===== src/rtl/mma_pkg.sv =====
// Shared widths and packed-half helpers for the matrix multiply-accumulate tile.
package mma_pkg;

  // Widest operand precision the half-extraction helpers handle.
  localparam int MAX_P = 64;

  // Every sum in the tile is carried in four times the operand width.
  function automatic int accw(input int p);
    return 4 * p;
  endfunction

  // Upper signed p/2-bit half of a p-bit element, sign-extended to MAX_P/2 bits.
  function automatic logic signed [MAX_P/2-1:0] hi(input logic [MAX_P-1:0] x, input int p);
    logic [MAX_P/2-1:0] r;
    r = '0;
    for (int b = 0; b < MAX_P / 2; b++) begin
      r[b] = (b < p / 2) ? x[b + p / 2] : x[p - 1];
    end
    return r;
  endfunction

  // Lower signed p/2-bit half of a p-bit element, sign-extended to MAX_P/2 bits.
  function automatic logic signed [MAX_P/2-1:0] lo(input logic [MAX_P-1:0] x, input int p);
    logic [MAX_P/2-1:0] r;
    r = '0;
    for (int b = 0; b < MAX_P / 2; b++) begin
      r[b] = (b < p / 2) ? x[b] : x[p / 2 - 1];
    end
    return r;
  endfunction

endpackage


===== src/rtl/mma_dot_product.sv =====
// One output element: c_in plus the signed dot product of a row of A and a column of B.
module mma_dot_product
  import mma_pkg::*;
#(
  parameter int P            = 8,
  parameter int K            = 2,
  parameter int TREE         = 0,
  parameter int CONFIGURABLE = 0
) (
  input  logic signed [P-1:0]       a_row [K],
  input  logic signed [P-1:0]       b_col [K],
  input  logic signed [4*P-1:0]     c_in,
  input  logic                      halved_precision,
  output logic signed [4*P-1:0]     sum
);

  localparam int AW     = accw(P);
  localparam int H      = P / 2;
  localparam int LEVELS = (K > 1) ? $clog2(K) : 0;
  localparam int NPOW   = 1 << LEVELS;

  // Elaboration-time guard on the operand precision.
  if ((P % 2) != 0 || P < 4 || P > MAX_P) begin : g_bad_p
    $error("mma_dot_product: P must be even and within [4, MAX_P]");
  end

  logic                   halved_mode;
  logic signed [AW-1:0]   term [NPOW];

  assign halved_mode = (CONFIGURABLE != 0) && halved_precision;

  for (genvar k = 0; k < K; k++) begin : g_term
    logic signed [H-1:0]   a_hi, a_lo, b_hi, b_lo;
    logic signed [P-1:0]   prod_hi, prod_lo;
    logic signed [2*P-1:0] prod_full;

    assign a_hi = H'(hi(MAX_P'(a_row[k]), P));
    assign a_lo = H'(lo(MAX_P'(a_row[k]), P));
    assign b_hi = H'(hi(MAX_P'(b_col[k]), P));
    assign b_lo = H'(lo(MAX_P'(b_col[k]), P));

    // A P/2 x P/2 signed product always fits in P bits, a P x P one in 2P.
    assign prod_hi   = a_hi * b_hi;
    assign prod_lo   = a_lo * b_lo;
    assign prod_full = a_row[k] * b_col[k];

    assign term[k] = halved_mode ? (AW'(prod_hi) + AW'(prod_lo)) : AW'(prod_full);
  end

  // Zero padding so the tree always sees a power-of-two leaf count.
  for (genvar k = K; k < NPOW; k++) begin : g_pad
    assign term[k] = '0;
  end

  function automatic logic signed [AW-1:0] tree_sum(input logic signed [AW-1:0] t [NPOW]);
    logic signed [AW-1:0] v [NPOW];
    v = t;
    for (int w = NPOW / 2; w >= 1; w = w / 2) begin
      for (int i = 0; i < w; i++) begin
        v[i] = v[2*i] + v[2*i+1];
      end
    end
    return v[0];
  endfunction

  if (TREE != 0) begin : g_tree
    assign sum = c_in + tree_sum(term);
  end else begin : g_chain
    logic signed [AW-1:0] acc;

    // NOTE: combinational blocks use blocking '=' so each step sees the previous partial sum;
    //       acc is given a value before the loop so no latch can be inferred.
    always_comb begin
      acc = c_in;
      for (int k = 0; k < NPOW; k++) begin
        acc = acc + term[k];
      end
    end

    assign sum = acc;
  end

endmodule


===== src/rtl/matrix_multiply_accumulate.sv =====
// D = A*B + C over an MxK by KxN tile, optional packed-half mode, one-cycle registered result.
module matrix_multiply_accumulate
  import mma_pkg::*;
#(
  parameter int M            = 2,
  parameter int N            = 2,
  parameter int K            = 2,
  parameter int P            = 8,
  parameter int TREE         = 0,
  parameter int CONFIGURABLE = 0
) (
  input  logic                  clk,
  input  logic                  rst_n,
  input  logic signed [P-1:0]   A [M][K],
  input  logic signed [P-1:0]   B [K][N],
  input  logic signed [4*P-1:0] C [M][N],
  input  logic                  halvedPrecision,
  output logic signed [4*P-1:0] D [M][N]
);

  localparam int AW = accw(P);

  logic signed [AW-1:0] sum_w [M][N];
  logic signed [AW-1:0] d_d   [M][N];
  logic signed [AW-1:0] d_q   [M][N];

  for (genvar i = 0; i < M; i++) begin : g_row
    for (genvar j = 0; j < N; j++) begin : g_col
      logic signed [P-1:0] a_row [K];
      logic signed [P-1:0] b_col [K];

      for (genvar k = 0; k < K; k++) begin : g_gather
        assign a_row[k] = A[i][k];
        assign b_col[k] = B[k][j];
      end

      mma_dot_product #(
        .P            (P),
        .K            (K),
        .TREE         (TREE),
        .CONFIGURABLE (CONFIGURABLE)
      ) u_dot (
        .a_row            (a_row),
        .b_col            (b_col),
        .c_in             (C[i][j]),
        .halved_precision (halvedPrecision),
        .sum              (sum_w[i][j])
      );
    end
  end

  always_comb begin
    d_d = sum_w;
  end

  // NOTE: sequential state is updated with non-blocking '<=' so all flops sample together.
  always_ff @(posedge clk) begin
    if (!rst_n) begin
      for (int i = 0; i < M; i++) begin
        for (int j = 0; j < N; j++) begin
          d_q[i][j] <= '0;
        end
      end
    end else begin
      d_q <= d_d;
    end
  end

  assign D = d_q;

endmodule


===== config.mk =====
export PLATFORM = sky130hd
export DESIGN_NAME = matrix_multiply_accumulate
export DESIGN_NICKNAME = d
export VERILOG_FILES = /design/src/rtl/mma_pkg.sv /design/src/rtl/mma_dot_product.sv /design/src/rtl/matrix_multiply_accumulate.sv
export SDC_FILE = /design/constraint.sdc
export NUM_CORES = 2
export LEC_CHECK = 0
export ABC_AREA = 0
export ABC_CLOCK_PERIOD_IN_PS = 8300
export BUFFER_PORTS_ARGS = -buffer_cell sky130_fd_sc_hd__buf_4
export CAP_MARGIN = 30
export CORE_ASPECT_RATIO = 0.8
export CORE_MARGIN = 5
export CORE_UTILIZATION = 64
export DETAILED_ROUTE_END_ITERATION = 8
export PLACE_DENSITY = 0.84
export SETUP_SLACK_MARGIN = 0.05
export SYNTH_ARGS = -nofsm -noshare
export SYNTH_HDL_FRONTEND = slang
export SYNTH_HIERARCHICAL = 1
export SYNTH_SLANG_ARGS = --single-unit
export TNS_END_PERCENT = 1

===== constraint.sdc =====
create_clock -name clk -period 8.3 [get_ports clk]
set_clock_uncertainty 0.1 [all_clocks]
set_input_delay 0.83 -clock clk [delete_from_list [all_inputs] [get_ports clk]]
set_output_delay 0.83 -clock clk [all_outputs]
set_load 0.005 [all_outputs]

==> flow_summary.ini <==
[synth]
yosys-top-cells-area = fa_1, ha_1, inv_1
ys_top_cells_by_count = inv_1, fa_1, ha_1, and2_1, nand2_1
yosysTopAreaCell = fa_1
synth-seq-cells = 128
synth_top_family_by_area = adder cells
synthXorXnorAreaFrac = 0.0271
synthFlopType = dfxtp_1
syn_inst = 4417
synth_nets = 5980
yosysMostFrequentCell = inv_1
synth_edf_count = 0
async_reset_ff_frac = 0
yosysWarnings = 6
yosys.area_share.simple = 0.123
yosysTopAreaCellShare = 0.434
synth-seq-area-share = 0.0629
syn_area_per_cell_um2 = 9.23
synthAdderAreaFrac = 0.583
synth_mux_area_frac = 0.00184
syn-cell-area_mm2 = 0.0408
synth_compound_area_frac = 0.0583
synth_cell_types = 90

[timing]
finalCritPeriodShare = 0.873
setup_tns_ns = 0
period_needed_ns = 7.24
fmax_mhz = 138
hold_violations = 0
tightestPinTransition_ns = 0.869
finalSetupViolCount = 0
maxSlewViolCount = 0
slew_headroom = 0.419
rsz0062_at_grt = false

[detailed_routing]
drt_iter0_markers = 1378
ant_nets = 0
drt_wl_total_um = 90500
vias = 29200
drt_pass1_iterations = 5
wl_per_cell_um = 16.1
drc = 0
vias_per_cell = 5.21

[placement]
portBuffers = 321
globalplace.congestion = 0.907
dp_hpwl_um = 78100

[floorplan]
die-width_um = 292
io_pins = 323
coreArea_mm2 = 0.0629
start_util = 0.648
die_area_mm2 = 0.0689
die_h_um = 236
rows = 82

[grt]
grt_max_degree = 112
grt_pass1_wl_um = 155000
grt-ovfl-total = 0
grt_pass1_vias = 32000
grt.total_usage = 0.277
antenna_found_initial = 11

[clock_network]
post_cts_buffers = 0
cts.htree.levels = 4
holdBufCountCts = 0
cts_sinks = 128
numCtsBuffers = 17
cts.path.max_buffers = 2
cts-root-buf = clkbuf_16
cts_resized = 0
cts_tree = built
clkTransAtPathRegs_ns = 0.07

[outcome]
status = complete, no violations

[critical_path]
worst_setup_path_end_kind = flop
path_max_fanout = 16
required_ns = 8.56
criticalPathCategory = primary input to flop
startpoint_type = primary input
cp.arrival_ns = 7.51

[finish]
fill_cells = 4721
area_growth_pct = 9.91
finalNetCount = 6311
largest_reg_flops = 128
drive_gt1_frac = 0.0926

[flow_run]
max_cap_viol_count = 0

[worst_hold_path]
min_path_type = primary input to flop
stage by stage:
stage               hold WS [ns]  setup WS [ns]  utilization  cell area [um2]  cells
floorplan                   1.01           1.08            -            40800   4417
global placement            1.07          0.742        0.702            44100   5568
detailed placement          1.07          0.601        0.702            44100   5568
CTS                        0.564           1.08        0.711            44700   5599
global route               0.581          0.515        0.712            44800   5606
finish                     0.590           1.06        0.712            44800   5610
worst paths after layout:
kind              start  endpoint  slack, ns  cells past startpoint
setup / recovery  A[31]    D[125]       1.06                     21
hold / removal    rst_n     D[91]       0.59                      2
cell type report:
cell class              count  area [um2]  share of cell area
clock inverters            14         183             0.00408
flip-flops and latches    128        2560              0.0572
well taps                 840        1050              0.0235
inverters                1501        5630               0.126
multi-input cells        2759       32300               0.722
clock buffers              17         425             0.00950
repair buffers            341        2580              0.0576
diodes                     10        25.0            0.000559
critical path, cell delays in order:
cell and delay [ns]:
buf_4 0.22, nand2_1 0.20, fa_1 0.73, inv_1 0.11, fa_1 0.52, fa_1 0.63
inv_1 0.08, fa_1 0.58, inv_1 0.30, fa_1 0.63, inv_1 0.05, fa_1 0.52
inv_1 0.04, ha_1 0.45, nand4_1 0.23, nand2b_1 0.26, nor4_1 0.19, o21ai_1 0.19
a21oi_1 0.37, o211ai_1 0.15, and2_2 0.20
layer usage:
layer	global-route usage	share of wire	up-vias
met2	0.472	0.50	869
met4	0.0754	0.024	4
li1	-	-	13600
met3	0.0527	0.069	145
met1	0.366	0.41	14600
met5	0	0.00029	-
placed cells by master (no fill, tap or decap), types with 8 or more instances in the layout:
cell,instances
o211ai_1,18
inv_1,1501
diode_2,10
o21ai_0,31
nand3_1,22
o21bai_1,13
clkbuf_16,17
a211o_1,8
ha_1,484
nor3_1,24
buf_4,340
nand2b_1,36
nor2b_1,44
and2_1,391
and2_2,30
and3_1,11
xor2_1,33
a31oi_1,13
o31ai_1,9
nor2_1,83
dfxtp_1,128
o21ai_1,23
nand4_1,12
a211oi_1,13
nand2_1,222
o21a_1,16
xnor2_1,93
a21oi_1,92
fa_1,884
a21o_1,37
logic make-up (layout without fill, tap and decap cells):
| group | count (synthesis) | in the layout |
|---|---|---|
| fa+ha+maj | 1368 | 1368 |
| compound gates | 342 | 342 |
| xor+xnor | 126 | 126 |
| flops | 128 | 128 |
| simple gates | 916 | 916 |
| buf+inv | 1530 | 1873 |
| mux | 7 | 7 |
| other cells | 0 | 10 |
Power is left out: the tool's default activity adds up to more than one toggle a clock period on the data nets, which glitch-free logic cannot reach.
